`config.mk`:
```
export PLATFORM = sky130hd
export DESIGN_NAME = sync_bcd_counter
export DESIGN_NICKNAME = d
export VERILOG_FILES = /design/src/rtl/sync_bcd_counter.sv
export SDC_FILE = /design/constraint.sdc
export NUM_CORES = 1
export LEC_CHECK = 0
export BUFFER_PORTS_ARGS = -buffer_cell sky130_fd_sc_hd__buf_2
export CELL_PAD_IN_SITES_DETAIL_PLACEMENT = 0
export CELL_PAD_IN_SITES_GLOBAL_PLACEMENT = 2
export CORE_ASPECT_RATIO = 1.1
export CORE_MARGIN = 2
export CORE_UTILIZATION = 29
export DETAILED_ROUTE_END_ITERATION = 8
export PLACE_DENSITY = 0.85
export SLEW_MARGIN = 20
export SYNTH_ARGS = -nofsm -noshare
export SYNTH_HDL_FRONTEND = slang
export SYNTH_SLANG_ARGS = --single-unit
export TNS_END_PERCENT = 10
```
`constraint.sdc`:
```
create_clock -name clk -period 2.8 [get_ports clk]
set_input_delay 0.42 -clock clk [delete_from_list [all_inputs] [get_ports clk]]
set_output_delay 0.42 -clock clk [all_outputs]
set_load 0.01 [all_outputs]
```
`src/rtl/sync_bcd_counter.sv`:
```
// rtl/sync_bcd_counter.sv - cascaded up/down BCD counter with multiplexed 7-segment scan
module sync_bcd_counter #(
   parameter int DIGITS   = 4,
   parameter int SCAN_DIV = 1000
) (
   input  logic                  clk,
   input  logic                  reset,
   input  logic                  en,
   input  logic                  up,
   input  logic                  load,
   input  logic [4*DIGITS-1:0]   load_val,
   output logic [4*DIGITS-1:0]   count,
   output logic                  tc,
   output logic [DIGITS-1:0]     an,
   output logic [6:0]            seg
);

   localparam int IW = (DIGITS > 1) ? $clog2(DIGITS) : 1;

   logic [4*DIGITS-1:0] step_val;
   logic [4*DIGITS-1:0] load_clean;
   logic                all9;
   logic                all0;
   logic                carry;
   logic [3:0]          d;
   logic [3:0]          sel_digit;
   logic [15:0]         div;
   logic                scan_wrap;
   logic [IW-1:0]       idx;
   logic [IW-1:0]       idx_nxt;
   logic [DIGITS-1:0]   an_nxt;

   // Ripple the carry/borrow through the decades, sanitise load nibbles, detect terminal states
   always_comb begin
      step_val   = count;
      load_clean = '0;
      all9       = 1'b1;
      all0       = 1'b1;
      carry      = 1'b1;
      d          = '0;
      for (int k = 0; k < DIGITS; k++) begin
         d    = count[4*k +: 4];
         all9 = all9 & (d == 4'd9);
         all0 = all0 & (d == 4'd0);
         load_clean[4*k +: 4] = (load_val[4*k +: 4] > 4'd9) ? 4'd0 : load_val[4*k +: 4];
         if (carry) begin
            if (up) begin
               if (d == 4'd9) begin
                  step_val[4*k +: 4] = 4'd0;
               end else begin
                  step_val[4*k +: 4] = d + 4'd1;
                  carry = 1'b0;
               end
            end else begin
               if (d == 4'd0) begin
                  step_val[4*k +: 4] = 4'd9;
               end else begin
                  step_val[4*k +: 4] = d - 4'd1;
                  carry = 1'b0;
               end
            end
         end
      end
   end

   // Terminal count is combinational so it announces the wrapping edge ahead of time
   always_comb begin
      tc = en & ~load & ~reset & (up ? all9 : all0);
   end

   // Count register: reset beats load, load beats count enable
   always_ff @(posedge clk) begin
      if (reset) begin
         count <= '0;
      end else if (load) begin
         count <= load_clean;
      end else if (en) begin
         count <= step_val;
      end
   end

   // Next digit slot and its one-hot select, advanced when the divider expires
   always_comb begin
      scan_wrap = (div == 16'(SCAN_DIV - 1));
      idx_nxt   = idx;
      an_nxt    = '0;
      if (scan_wrap) begin
         idx_nxt = (idx == IW'(DIGITS - 1)) ? '0 : idx + IW'(1);
      end
      for (int k = 0; k < DIGITS; k++) begin
         an_nxt[k] = (idx_nxt == IW'(k));
      end
   end

   // Free-running scan divider and registered digit select
   always_ff @(posedge clk) begin
      if (reset) begin
         div <= '0;
         idx <= '0;
         an  <= DIGITS'(1);
      end else begin
         div <= scan_wrap ? 16'd0 : div + 16'd1;
         idx <= idx_nxt;
         an  <= an_nxt;
      end
   end

   // Decode the currently selected digit straight from count so updates show without scan delay
   always_comb begin
      sel_digit = '0;
      for (int k = 0; k < DIGITS; k++) begin
         if (idx == IW'(k)) begin
            sel_digit = count[4*k +: 4];
         end
      end
      case (sel_digit)
         4'd0:    seg = 7'h3F;
         4'd1:    seg = 7'h06;
         4'd2:    seg = 7'h5B;
         4'd3:    seg = 7'h4F;
         4'd4:    seg = 7'h66;
         4'd5:    seg = 7'h6D;
         4'd6:    seg = 7'h7D;
         4'd7:    seg = 7'h07;
         4'd8:    seg = 7'h7F;
         4'd9:    seg = 7'h6F;
         default: seg = 7'h00;
      endcase
      if (reset) begin
         seg = 7'h3F;
      end
   end

endmodule

```
==> metrics.md <==
| Metric | Value |
|---|---|
| DRC | 0 |
| Area of the multi-input gates | 1910 sq um |
| CTS Buf Count | 5 |
| Final Setup Violations | 0 |
| Grt total ovfl | 0 |
| FF+latch area | 768 sq um |
| Post-synth EDFFs | 0 |
| Cts hold-fix bufs | 0 |
| Die Span Y | 107 um |
| Synthesized area | 2810 sq um |
| Slew margin rel. | 62.1% |
| Worst path required time | 2380 ps |
| Sequential share of the synthesized area | 27.1% |
| Top_reg_cell synth | dfxtp_1 |
| Maxcap violations | 0 |
| Io pins | 49 |
| Clock Sinks | 38 |
| Die width | 97.8 um |
| Synth unique cells | 63 |
| Ys Warns | 0 |
| Row Count | 37 |
| Synth Area per Inst | 7.59 sq um |
| Die Footprint | 10500 sq um |
| Via/cell ratio | 5.22 |
| Leak pwr | 1.32 nW |
| Mean routed wirelength per cell | 14.0 um |
| Final Slew Violations | 0 |
| Worst VDD drop | 0.172 mV |
| Worst-margin pin slew | 568 ps |
| Critical Path Fanout Max | 8 |
| Layout cell share with drive strength beyond 1 | 26.5% |
| Initial DRC Count | 166 |
| Post-synthesis register bit count | 38 |
| Grt peak-use layer | met2 |
| Antenna violations before repair | 0 |
| Final clock skew | 9.52 ps |
| Fmax | 0.373 GHz |
| Placement-stage cell area | 3160 sq um |
| Tot GR Track Use | 14.2% |
| Worst Path Class, Setup | reg -> out |
| Met2 Usage GRT | 23.4% |
| Clock transition at path regs | 90 ps |
| Outcome | complete, no violations |
| Setup crit start kind | flip-flop |
| Largest net degree at the start of global routing | 27 |
| Vias | 2775 |
| Post-DRT Antenna Nets | 0 |
| Clk root buf | clkbuf_8 |
| Worst path arrival time | 2260 ps |
| Fill count | 1007 |
| Fin. Hold Viols | 0 |
| Final wirelength | 7440 um |
| Post-Syn Instances | 370 |
| Period utilisation layout | 95.8% |
| Post-route setup TNS | 0 ps |
| Global Route met3 Usage | 3.00% |
| HPWL after detailed placement | 5450 um |
| Pwr Total | 0.00145 W |
| TritonCTS clock tree | built |
| Met1 layer usage reported by global route | 19.0% |
| Utilization after layout | 36.4% |
| Post-synthesis async set-or-reset flop share | 0% |
| Post-route cell area | 3420 sq um |
| Routability-driven placement congestion ratio | 0.790 |
| Core Box Area | 9400 sq um |
| Syn-to-layout area delta | 21.9% |
| Syn Nets | 403 |
| Slack of the critical path | 117 ps |
| RSZ-0062 raised after global routing | yes |
| Initial Util | 29.9% |
| Place WS | 101 ps |
| IO buf count | 48 |
| First-pass GRT wire length | 12500 um |
| PwrDens | 423 nW/um^2 |
| Vias in the first global route | 2564 |
| CTS H-tree depth | 2 |
| Worst skew pair latency | 300 ps |
| # diodes | 0 |
| CP Capture Type | output port |
| Largest buffer count on any clock path | 2 |
| DR pass1 iterations | 4 |
| Hold Crit Class | in -> reg |
| Layout net count | 447 |
| Final min period | 2680 ps |
[what timing repair did]
item	in CTS	in global routing
endpoints found under the hold margin	0	0
setup buffers	3	1
gates resized for setup	12	19
endpoints found under the setup margin	7	5
pin swaps	0	6
[placed cells by master (no fill, tap or decap), types with 7 or more instances in the layout]
master / instances
buf_2: 48
nor2_1: 36
dfxtp_1: 36
a21oi_1: 26
nand2_1: 21
nand3_1: 21
o21ai_0: 20
buf_4: 19
inv_1: 15
xnor2_1: 12
nor3_1: 11
xor2_1: 9
a31oi_1: 7
[per-layer routing]
metal  part of all wire, %  wire length [um]
met1                    49              3610
met2                    47              3510
met3                   3.6               267
met4                  0.77                57
met5                     0                 0
[final timing paths]
kind	from	cells past startpoint	end	slack, ps
max reg2reg	count[4]	5	count[10]	780
max	idx[1]	10	seg[0]	120
min reg2reg	div[0]	1	div[0]	460
min	load_val[9]	3	count[9]	400
[stage by stage]
stage / instances / hold slack (ps)
2_1_floorplan: 370 / 418
3_3_place_gp: 520 / 429
3_5_place_dp: 520 / 440
4_1_cts: 531 / 392
5_1_grt: 532 / 405
6_report: 532 / 402
[worst max-delay path: stages, from the launching register on]
cell and delay [ps]:
dfxtp_4 390, inv_6 50, ha_4 180, nand3b_1 170, a221oi_2 260, a21oi_2 90, buf_4 160, ha_1 170
mux2_2 270, o21ai_2 100, buf_2 140
[cell families after synthesis]
group | synth area share, %
xor+xnor | 6.55
compound gates | 24.2
mux | 2.27
buf+inv | 8.15
simple gates | 26.4
flops | 27.1
fa+ha+maj | 5.35
[synthesized netlist by cell type, types with 7 or more instances]
master | count | area share (%)
a21oi_1 | 30 | 5.3
a31oi_1 | 7 | 1.6
buf_2 | 7 | 1.2
clkbuf_1 | 15 | 2.0
dfxtp_1 | 38 | 27
ha_1 | 12 | 5.3
inv_1 | 19 | 2.5
nand2_1 | 21 | 2.8
nand3_1 | 21 | 3.7
nor2_1 | 36 | 4.8
nor3_1 | 11 | 2.0
o21ai_0 | 24 | 4.3
xnor2_1 | 12 | 3.7
xor2_1 | 9 | 2.8
[power breakdown]
group,internal [W],switching (W)
logic,0.000123,0.000161
registers,0.000555,0.0000315
clock network,0.000357,0.000219
[registers in the layout, summed over array words and instances (netlist names)]
name	cells
idx	2
count	16
an	4
div	16
[area by class of cell]
type / count / share of cell area [%]
timing repair buffer: 67 / 11.2
clock buffer: 5 / 2.01
tap: 117 / 4.28
multi-input combinational: 282 / 55.7
inverter: 20 / 2.34
sequential: 38 / 22.4
clock inverter: 3 / 2.01
Note: power is estimated with default switching activity, not from simulation.
